[config.mk]
export PLATFORM = sky130hd
export DESIGN_NAME = shreg_sequencer
export DESIGN_NICKNAME = d
export VERILOG_FILES = /design/src/rtl/shreg_sequencer.sv
export SDC_FILE = /design/constraint.sdc
export NUM_CORES = 1
export LEC_CHECK = 0
export CELL_PAD_IN_SITES_DETAIL_PLACEMENT = 1
export CELL_PAD_IN_SITES_GLOBAL_PLACEMENT = 1
export CORE_MARGIN = 4
export CORE_UTILIZATION = 32
export DETAILED_ROUTE_END_ITERATION = 7
export GPL_TIMING_DRIVEN = 1
export PLACE_DENSITY = 0.84
export SLEW_MARGIN = 20
export SYNTH_ARGS = -nofsm -noshare
export SYNTH_HDL_FRONTEND = slang
export SYNTH_SLANG_ARGS = --single-unit
[constraint.sdc]
create_clock -name CLK -period 1.55 [get_ports CLK]
set_input_delay 0.2325 -clock CLK [delete_from_list [all_inputs] [get_ports CLK]]
set_output_delay 0.2325 -clock CLK [all_outputs]
set_load 0.02 [all_outputs]
[src/rtl/shreg_sequencer.sv]
// Command sequencer for a 4-bit shifting register: turns LOAD/SHIFT/ROTATE/XFER commands into timed ENB/DIR/S_IN/MODO/D.
// Optional abort input/flag is built when SHREG_SEQ_ABORT_EN is defined.
module shreg_sequencer #(
  parameter int         CNT_W      = 4,
  parameter logic [1:0] MODE_SHIFT = 2'b00,
  parameter logic [1:0] MODE_CIRC  = 2'b01,
  parameter logic [1:0] MODE_LOAD  = 2'b10
) (
  input  logic             CLK,
  input  logic             RST,
  input  logic             CMD_VALID,
  output logic             CMD_READY,
  input  logic [1:0]       CMD_OP,
  input  logic             CMD_DIR,
  input  logic [3:0]       CMD_DATA,
  input  logic             CMD_SIN,
  input  logic [CNT_W-1:0] CMD_COUNT,
  output logic             ENB,
  output logic             DIR,
  output logic             S_IN,
  output logic [1:0]       MODO,
  output logic [3:0]       D,
  input  logic [3:0]       Q,
  input  logic             S_OUT,
  output logic             BUSY,
  output logic             DONE,
`ifdef SHREG_SEQ_ABORT_EN
  input  logic             ABORT,
  output logic             ABORTED,
`endif
  output logic [3:0]       RESULT
);

  typedef enum logic [1:0] {S_IDLE, S_LOAD, S_RUN, S_FIN} state_e;
  typedef enum logic [1:0] {OP_LOAD, OP_SHIFT, OP_ROTATE, OP_XFER} op_e;

  state_e           state_q, state_d;
  op_e              op_q, op_d;
  logic             dir_q, dir_d;
  logic             sin_q, sin_d;
  logic [3:0]       data_q, data_d;
  logic [CNT_W-1:0] cnt_q, cnt_d;
  logic [3:0]       cap_q, cap_d;
  logic [3:0]       result_q, result_d;
  logic             aborted_q, aborted_d;
  logic             cmd_fire;

  assign CMD_READY = (state_q == S_IDLE) && !RST;
  assign cmd_fire  = CMD_VALID && CMD_READY;

  // NOTE: every next-state signal gets its default first so no path leaves it unassigned (no latches).
  always_comb begin
    state_d   = state_q;
    op_d      = op_q;
    dir_d     = dir_q;
    sin_d     = sin_q;
    data_d    = data_q;
    cnt_d     = cnt_q;
    cap_d     = cap_q;
    result_d  = result_q;
    aborted_d = aborted_q;
    case (state_q)
      S_IDLE: begin
        if (cmd_fire) begin
          op_d      = op_e'(CMD_OP);
          dir_d     = CMD_DIR;
          sin_d     = CMD_SIN;
          data_d    = CMD_DATA;
          cnt_d     = CMD_COUNT;
          aborted_d = 1'b0;
          if (op_e'(CMD_OP) == OP_LOAD || op_e'(CMD_OP) == OP_XFER) state_d = S_LOAD;
          else if (CMD_COUNT == '0)                                 state_d = S_FIN;
          else                                                      state_d = S_RUN;
        end
      end
      S_LOAD: begin
        if (op_q == OP_XFER) begin
          state_d = S_RUN;
          cnt_d   = CNT_W'(4);
        end else begin
          state_d = S_FIN;
        end
      end
      S_RUN: begin
        // S_OUT is the bit about to leave the register on this edge's shift.
        cap_d = dir_q ? {S_OUT, cap_q[3:1]} : {cap_q[2:0], S_OUT};
        cnt_d = cnt_q - CNT_W'(1);
        if (cnt_q == CNT_W'(1)) state_d = S_FIN;
      end
      S_FIN: begin
        state_d  = S_IDLE;
        result_d = (op_q == OP_XFER && !aborted_q) ? cap_q : Q;
      end
      default: state_d = S_IDLE;
    endcase
`ifdef SHREG_SEQ_ABORT_EN
    if (ABORT && (state_q == S_LOAD || state_q == S_RUN)) begin
      state_d   = S_FIN;
      aborted_d = 1'b1;
    end
`endif
  end

  // NOTE: sequential state uses non-blocking assignments so all registers update together.
  always_ff @(posedge CLK or posedge RST) begin
    if (RST) begin
      state_q   <= S_IDLE;
      op_q      <= OP_LOAD;
      dir_q     <= 1'b0;
      sin_q     <= 1'b0;
      data_q    <= 4'h0;
      cnt_q     <= '0;
      cap_q     <= 4'h0;
      result_q  <= 4'h0;
      aborted_q <= 1'b0;
    end else begin
      state_q   <= state_d;
      op_q      <= op_d;
      dir_q     <= dir_d;
      sin_q     <= sin_d;
      data_q    <= data_d;
      cnt_q     <= cnt_d;
      cap_q     <= cap_d;
      result_q  <= result_d;
      aborted_q <= aborted_d;
    end
  end

  // Register controls come only from state and latched fields, never from CMD_* directly.
  assign ENB    = (state_q == S_LOAD) || (state_q == S_RUN);
  assign DIR    = dir_q;
  assign S_IN   = (op_q == OP_ROTATE) ? 1'b0 : sin_q;
  assign MODO   = (state_q != S_RUN)    ? MODE_LOAD :
                  (op_q == OP_ROTATE)   ? MODE_CIRC : MODE_SHIFT;
  assign D      = data_q;
  assign BUSY   = (state_q != S_IDLE);
  assign DONE   = (state_q == S_FIN);
  assign RESULT = result_q;
`ifdef SHREG_SEQ_ABORT_EN
  assign ABORTED = (state_q == S_FIN) && aborted_q;
`endif

endmodule

==> results of run 1 <==
==> registers in the layout, summed over array words and instances (netlist names) <==
register,count
RESULT,4
op_q,2
cap_q,4
cnt_q,4
state_q,2
sin_q,1
D,4
DIR,1
==> cells in the mapped netlist <==
cell type and number:
o41ai_1 1, nor2_1 11, dfrtp_1 22, o32a_1 1
a22oi_2 1, xor2_1 1, inv_1 11, o2bb2ai_1 2
o31ai_1 1, ha_1 7, a21oi_1 10, mux2_2 8
clkbuf_1 3, nand2b_4 1, a2111oi_0 1, o22ai_1 1
a211oi_2 1, xnor2_1 1, o32ai_1 1, a211o_1 1
nand3_2 1, a21boi_0 1, or3b_1 1, and3_1 1
or4_1 1, nand2_1 2, a21o_1 2, mux2i_1 9
mux2_1 3, a21boi_1 1
==> logic make-up (layout without fill, tap and decap cells) <==
logic type,count (synthesis),count (layout),share of synthesized area
AO/OA/AOI/OAI,25,25,0.151
flip-flops,22,22,0.459
multiplexers,20,20,0.179
AND/OR/NAND/NOR,18,18,0.0793
buffers and inverters,14,76,0.0438
adder cells (fa/ha/maj),7,7,0.0731
XOR/XNOR,2,2,0.0146
==> repair_timing <==
action	4_1_cts	5_1_grt
pin swaps	3	5
resized for setup	41	16
setup endpoints to repair	15	20
setup buffers	1	6
==> power by group through the flow <==
stage | Combinational (µW) | Clock, µW | Sequential, µW
after floorplan | 1250 | 0 | 1190
after global placement | 2460 | 0 | 1030
after detailed placement | 2620 | 0 | 1070
after CTS | 2850 | 363 | 1080
after global routing | 3380 | 378 | 1140
final | 3150 | 348 | 1100
==> cell type report <==
type | instances | share of cell area
clock buffers | 3 | 0.0212
inverters | 11 | 0.0225
multi-input cells | 72 | 0.363
flip-flops and latches | 22 | 0.283
well taps | 46 | 0.0296
repair buffers | 62 | 0.280
==> final timing paths <==
check	startpoint	end	slack, ns	depth (start not counted)
max	cnt_q[1]$_DFFE_PP0P_	state_q[1]$_DFFE_PP0P_	-0.04	5
min	RST	cap_q[3]$_DFFE_PP0P_	0.45	3
max reg2reg	cnt_q[1]$_DFFE_PP0P_	state_q[1]$_DFFE_PP0P_	-0.04	5
min reg2reg	sin_q$_DFFE_PP0P_	sin_q$_DFFE_PP0P_	0.51	1
max in group asynchronous	RST	state_q[1]$_DFFE_PP0P_	0.85	3
min in group CLK	sin_q$_DFFE_PP0P_	sin_q$_DFFE_PP0P_	0.51	1
==> per-stage QoR <==
| step | TNS [ns] | hold WS [ns] | power, µW | setup WS, ns |
|---|---|---|---|---|
| after floorplan | 0 | 0.237 | 2440 | 0.0177 |
| after global placement | -0.696 | 0.482 | 3500 | -0.124 |
| after detailed placement | -1.47 | 0.496 | 3680 | -0.199 |
| after CTS | -0.131 | 0.480 | 4290 | -0.0546 |
| after global routing | -0.432 | 0.513 | 4910 | -0.0966 |
| final | -0.0903 | 0.449 | 4600 | -0.0363 |
==> routing by layer <==
layer	up-vias	track usage	wire [µm]
met5	-	0	0
met4	0	0.0239	57
met1	534	0.177	1570
met3	8	0.0275	137
met2	35	0.287	2080
li1	502	-	-
==> critical path, delay by kind of cell (launching register included) <==
kind	cells	cell delay (ns)
AO/OA/AOI/OAI	1	0.17
AND/OR/NAND/NOR	1	0.37
multiplexers	1	0.33
flip-flops	1	0.40
buffers and inverters	1	0.08
adder cells (fa/ha/maj)	1	0.11
==> results.yml, run 1 <==
worst_setup_path:
  cp-end-kind: "register"
  required_ns: 1.69
  slowest_delay_ns: 0.40
  slowest_stage: "dfrtp_1"
  critPathLaunchType: "register"
  path_cells: "inv_2, ha_4, or3b_4, a22oi_2, mux2_4"
  critPathKind: "register to register"
  critPathMaxFanout: 2
  cp.arrival_ns: 1.73
sta:
  clock.fmax_mhz: 630
  relSlewSlack: 0.756
  final_max_slew_viol_count: 0
  setup_viol: 4
  worst_pin_slew_ns: 0.361
  rsz0062_at_grt: "true"
  fin_crit_sh: 1.02
  fin_ws_ns: -0.0363
  fin_skew_ns: 0.00254
  min_period_ns: 1.59
  hold_violations: 0
cells_and_area:
  syn_to_final_growth_pct: 62.4
  layout_commonest_cell: "clkdlybuf4s50_1"
  diodes: 0
  layout-drive-gt1-share: 0.382
  layout.nets: 199
  ff_latch_area_um2: 552
  layoutNonFillerInstCount: 216
  design_area_um2: 1950
  final_cell_mix: "clkdlybuf4s50_1, buf_4, dfrtp_1, nor2_1, a21oi_1"
  multi_input_area_um2: 707
  fillCellCount: 388
  fin_util: 0.561
logic_synthesis:
  synth-seq-cells: 22
  syn_avg_cell_area_um2: 11.1
  yosys.area.top_type_share: 0.459
  synth_area_leaders: "dfrtp_1, mux2i_1, mux2_2, ha_1, a21oi_1"
  synth_cell_types: 30
  synth_area_um2: 1200
  ys_seq_area_frac: 0.459
  synth_nets: 135
  synth.yosys.warnings: 0
  synthCells: 108
  yosysTopAreaCell: "dfrtp_1"
hold_path:
  min_path_type: "input port to asynchronous set/reset pin"
route:
  routed_via_density: 5.00
  routed_wl_mm: 3.84
  drc: 0
  drt-initial-drc-count: 34
  via_count: 1079
  routedWlPerCell_um: 17.8
  drtAntennaViolNets: 0
  first_pass_iters: 4
clock_tree:
  cts_buffers: 3
  path_clk_slew_ns: 0.08
  clock_latency_ns: 0.25
  cts_hold_buffers: 0
  cts_htree_levels: 1
  cts_tree: "yes"
  cts.path.max_buffers: 2
  cts_sinks: 22
  cts_root_buf: "clkbuf_8"
floorplan:
  die_area_um2: 4790
  ios: 36
  die_h_um: 69.2
  initial_utilization: 0.346
  rows: 21
  fp.coreArea_um2: 3470
  die_x_um: 69.2
job:
  cap_violations: 0
grt:
  antenna_found_initial: 0
  grt_first_pass_wirelength_mm: 5.92
  grt_overflow: 0
  track_usage: 0.151
  grt_pass1_vias: 1189
  grt_max_degree: 23
power:
  vdd_drop_max_uv: 968
  clockPowerShare: 0.076
  swShare: 0.418
  power_frac_seq: 0.240
  p_int_uw: 2680
  pwr-share-comb: 0.685
  p_leak_uw: 0.000903
  p_per_area_nw_per_um2: 2360
  switching_power_uw: 1920
placement:
  dp.cells: 206
  numPortBuffers: 35
  routabilityCongestion: 0.857
  place_area_um2: 1750
  dp_hpwl_mm: 2.81
run_status:
  outcome: "finished, violations left"
  violations: "negative setup slack"
Power figures use the tool's default switching activity.
==> run 2: changes to the inputs <==
--- a/config.mk
+++ b/config.mk
@@ -7,2 +7,3 @@
 export LEC_CHECK = 0
+export ABC_AREA = 1
 export CELL_PAD_IN_SITES_DETAIL_PLACEMENT = 1
@@ -10,6 +11,6 @@
 export CORE_MARGIN = 4
-export CORE_UTILIZATION = 32
+export CORE_UTILIZATION = 30
 export DETAILED_ROUTE_END_ITERATION = 7
 export GPL_TIMING_DRIVEN = 1
-export PLACE_DENSITY = 0.84
+export PLACE_DENSITY = 0.83
 export SLEW_MARGIN = 20
--- a/constraint.sdc
+++ b/constraint.sdc
@@ -3,2 +3,2 @@
 set_output_delay 0.2325 -clock CLK [all_outputs]
-set_load 0.02 [all_outputs]
+set_load 0.1 [all_outputs]
==> results.yml, run 2 <==
worst_setup_path:
  critPathLaunchType: "register"
  rr_startpoint: "state_q[0]$_DFFE_PP0P_"
  rr_worst_depth: 7
  required_ns: 1.32
  cp-endpoint: "MODO[0]"
  cp-end-kind: "output pin"
  crit_start: "state_q[0]$_DFFE_PP0P_"
  cp.arrival_ns: 1.40
  critPathKind: "register to output pin"
  rr_endpoint: "state_q[1]$_DFFE_PP0P_"
  r2r_slack_ns: 0.06
  critPathMaxFanout: 4
run_status:
  outcome: "finished, violations left"
  violations: "negative setup slack"
sta:
  relSlewSlack: 0.808
  fin_ws_ns: -0.0851
  min_period_ns: 1.64
  setup_viol: 3
  fin_crit_sh: 1.05
  worst_pin_slew_ns: 0.289
  fin_skew_ns: 0.00277
  hold_violations: 0
  clock.fmax_mhz: 612
  hold_ws_ns: 0.380
  rsz0062_at_grt: "true"
  final_max_slew_viol_count: 0
placement:
  place_area_um2: 1840
  routabilityCongestion: 0.733
  dp_slack_ns: 0.0458
  dp_hpwl_mm: 2.47
  numPortBuffers: 35
logic_synthesis:
  syn_avg_cell_area_um2: 8.32
  synthTopCellsByCount: "nand2_1, dfrtp_1, inv_1, nor2_1, a21oi_1"
  synth-seq-cells: 22
  synth_area_leaders: "dfrtp_1, nand2_1, ha_1, inv_1, nor2_1"
  synth_area_um2: 1220
  yosys.area.top_type_share: 0.450
  synthCells: 147
  ys_seq_area_frac: 0.450
  synth_flop_cell: "dfrtp_1"
  yosysTopAreaCell: "dfrtp_1"
  yosysMostFrequentCell: "nand2_1"
  synth_cell_types: 23
  synth_edf_count: 0
  async_flop_share: 1.00
  synth.yosys.warnings: 0
  synth_nets: 174
route:
  routed_wl_mm: 3.55
  routed_via_density: 4.84
  first_pass_iters: 4
  drtAntennaViolNets: 0
  routedWlPerCell_um: 14.7
  via_count: 1172
  drt-initial-drc-count: 31
  drc: 0
clock_tree:
  cts_htree_levels: 1
  cts.path.max_buffers: 2
  path_clk_slew_ns: 0.09
  cts_tree: "yes"
  cts_buffers: 3
  cts_root_buf: "clkbuf_8"
  cts_sinks: 22
  clock_latency_ns: 0.26
floorplan:
  die_h_um: 71.8
  fp.coreArea_um2: 3800
  initial_utilization: 0.322
  rows: 22
  die_area_um2: 5160
  die_x_um: 71.8
  ios: 36
cells_and_area:
  fin_util: 0.522
  syn_to_final_growth_pct: 62.3
  layout.nets: 222
  final_cell_mix: "nand2_1, dfrtp_1, clkdlybuf4s50_1, nor2_1, buf_12"
  ff_latch_area_um2: 552
  layout-drive-gt1-share: 0.299
  multi_input_area_um2: 643
  fillCellCount: 446
  diodes: 0
  design_area_um2: 1980
  layout_commonest_cell: "nand2_1"
grt:
  grt_first_pass_wirelength_mm: 6.02
  grt_max_degree: 23
  grt_overflow: 0
  antenna_found_initial: 0
  track_usage: 0.144
  grt_pass1_vias: 1297
hold_path:
  min_path_type: "input port to asynchronous set/reset pin"
job:
  cap_violations: 0
[run 2: cell types whose count changed after synthesis, moves of 3 or more]
cell / delta
nand2_1: +31
inv_1: +7
nor2_1: +7
mux2_1: -3
mux2i_1: -9
nand3_1: +5
o21ai_0: +11
[run 2: cell type report]
class,count,share of cell area
timing repair buffer,46,0.301
multi-input combinational,103,0.324
sequential,22,0.278
tap,48,0.0303
clock buffer,4,0.0277
inverter,19,0.0391
[run 2: timing repair]
item                       CTS  global route
pin swaps                    1             2
setup endpoints to repair    6            11
buffers inserted             6             2
resized for setup            3             8
hold buffers                 0             0
[run 2: cells by family (layout without fill, tap and decap cells)]
| logic type | count (synthesis) | in the layout | synth area share |
|---|---|---|---|
| fa+ha+maj | 7 | 7 | 0.0716 |
| simple gates | 61 | 61 | 0.210 |
| buf+inv | 22 | 69 | 0.0757 |
| compound gates | 29 | 29 | 0.137 |
| mux | 6 | 6 | 0.0553 |
| flops | 22 | 22 | 0.450 |
[run 2: critical path, cell delays in order, from the launching register on]
cell,delay (ns)
dfrtp_1,0.43
inv_2,0.13
ha_4,0.16
clkinvlp_4,0.12
nor2_4,0.12
buf_12,0.18
[run 2: how the worst min path moves through the flow]
stage / depth (start not counted) / startpoint / slack, ns / to
after CTS: 3 / RST / 0.41 / D[1]$_DFFE_PP0P_
after detailed placement: 1 / sin_q$_DFFE_PP0P_ / 0.51 / sin_q$_DFFE_PP0P_
final: 3 / RST / 0.38 / state_q[0]$_DFFE_PP0P_
after global placement: 1 / sin_q$_DFFE_PP0P_ / 0.49 / sin_q$_DFFE_PP0P_
after floorplan: 1 / RST / 0.24 / D[0]$_DFFE_PP0P_
after global routing: 3 / RST / 0.43 / op_q[1]$_DFFE_PP0P_
[run 2: stage by stage]
step	TNS (ns)	cells
after global routing	-0.437	242
final	-0.181	242
after floorplan	-4.52	147
after global placement	0	230
after detailed placement	0	230
after CTS	-0.229	240
[run 2: routing by layer]
layer,track usage,up-vias,share of wire
met3,0.0266,6,0.043
met4,0.0438,0,0.020
met2,0.263,29,0.54
met5,0,-,0
li1,-,567,-
met1,0.169,570,0.40
Power of run 2 is not shown: default switching activity piles up to over one toggle a cycle in this logic, so the estimate is an artifact.
==> run 3: changes to the inputs <==
CORE_MARGIN = 3   (was 4)
==> results.yml, run 3 (same netlist as run 2, synthesis figures left out) <==
route:
  routedWlPerCell_um: 14.4
  drt-initial-drc-count: 23
  routed_via_density: 4.74
  drc: 0
  via_count: 1138
  first_pass_iters: 4
  drtAntennaViolNets: 0
  routed_wl_mm: 3.44
grt:
  grt_overflow: 0
  track_usage: 0.157
  grt_pass1_vias: 1214
  grt_first_pass_wirelength_mm: 6.00
  grt_max_degree: 23
  antenna_found_initial: 0
sta:
  fin_crit_sh: 1.05
  fin_skew_ns: 0.00935
  hold_violations: 0
  worst_pin_slew_ns: 0.290
  clock.fmax_mhz: 615
  min_period_ns: 1.63
  setup_viol: 3
  fin_ws_ns: -0.0767
  relSlewSlack: 0.807
  final_max_slew_viol_count: 0
  rsz0062_at_grt: "true"
clock_tree:
  cts_sinks: 22
  cts_buffers: 3
  cts.path.max_buffers: 2
  cts_hold_buffers: 0
  cts_tree: "yes"
  cts_htree_levels: 1
  cts_root_buf: "clkbuf_8"
  path_clk_slew_ns: 0.09
  clock_latency_ns: 0.27
cells_and_area:
  syn_to_final_growth_pct: 60.9
  layout_commonest_cell: "nand2_1"
  layout-drive-gt1-share: 0.286
  final_cell_mix: "nand2_1, dfrtp_1, clkdlybuf4s50_1, buf_12, nor2_1"
  layout.nets: 220
  layoutNonFillerInstCount: 240
  diodes: 0
worst_setup_path:
  cp-end-kind: "output pin"
  cp.arrival_ns: 1.39
  critPathKind: "register to output pin"
  required_ns: 1.32
  critPathMaxFanout: 3
  critPathLaunchType: "register"
floorplan:
  die_area_um2: 4880
  die_x_um: 69.8
  rows: 22
  fp.coreArea_um2: 3800
  die_h_um: 69.8
  initial_utilization: 0.322
  ios: 36
placement:
  dp_hpwl_mm: 2.56
  numPortBuffers: 35
  dp.cells: 230
  routabilityCongestion: 0.788
run_status:
  outcome: "finished, violations left"
  violations: "negative setup slack"
hold_path:
  min_path_type: "input port to asynchronous set/reset pin"
job:
  cap_violations: 0
-- run 3: worst paths after layout --
kind | startpoint | end | slack, ns | cells past startpoint
min in group CLK | sin_q$_DFFE_PP0P_ | sin_q$_DFFE_PP0P_ | 0.52 | 1
hold / removal | RST | op_q[0]$_DFFE_PP0P_ | 0.37 | 3
setup / recovery | state_q[0]$_DFFE_PP0P_ | MODO[1] | -0.08 | 5
hold reg to reg | sin_q$_DFFE_PP0P_ | sin_q$_DFFE_PP0P_ | 0.52 | 1
setup reg to reg | state_q[1]$_DFFE_PP0P_ | state_q[1]$_DFFE_PP0P_ | 0.11 | 6
max in group asynchronous | RST | state_q[1]$_DFFE_PP0P_ | 0.94 | 3
-- run 3: through the flow --
| stage | setup WS [ns] | setup TNS (ns) | hold slack (ns) | instance area, µm² | util |
|---|---|---|---|---|---|
| after CTS | -0.0688 | -0.176 | 0.393 | 1960 | 0.515 |
| after detailed placement | 0.0438 | 0 | 0.499 | 1850 | 0.487 |
| after global placement | 0.108 | 0 | 0.493 | 1850 | 0.487 |
| after floorplan | -0.529 | -4.52 | 0.237 | 1270 | - |
| after global routing | -0.134 | -0.382 | 0.405 | 1970 | 0.518 |
| final | -0.0767 | -0.166 | 0.371 | 1970 | 0.518 |
-- run 3: area by class of cell --
cell class | instances | area [µm²]
Clock buffer | 4 | 45.0
Multi-Input combinational cell | 103 | 638
Timing Repair Buffer | 44 | 594
Sequential cell | 22 | 553
Tap cell | 48 | 60.1
Inverter | 19 | 76.3
Fill cell | 439 | 1830
-- run 3: layer usage --
metal,part of all wire,global-route usage,routed length [µm]
met2,0.53,0.283,1820
met1,0.41,0.177,1400
met3,0.046,0.0333,159
met5,0,0,0
met4,0.019,0.0638,64
-- run 3: what timing repair did --
| item | 4_1_cts | 5_1_grt |
|---|---|---|
| buffers inserted | 6 | 1 |
| setup endpoints to repair | 7 | 10 |
| pin swaps | 2 | 1 |
| resized for setup | 5 | 5 |
-- run 3: worst max-delay path: stages (launching register included) --
cell	delay, ns
dfrtp_1	0.41
inv_2	0.13
ha_4	0.17
clkinvlp_4	0.11
buf_6	0.14
buf_12	0.15
Power of run 3 is left out for the same reason.
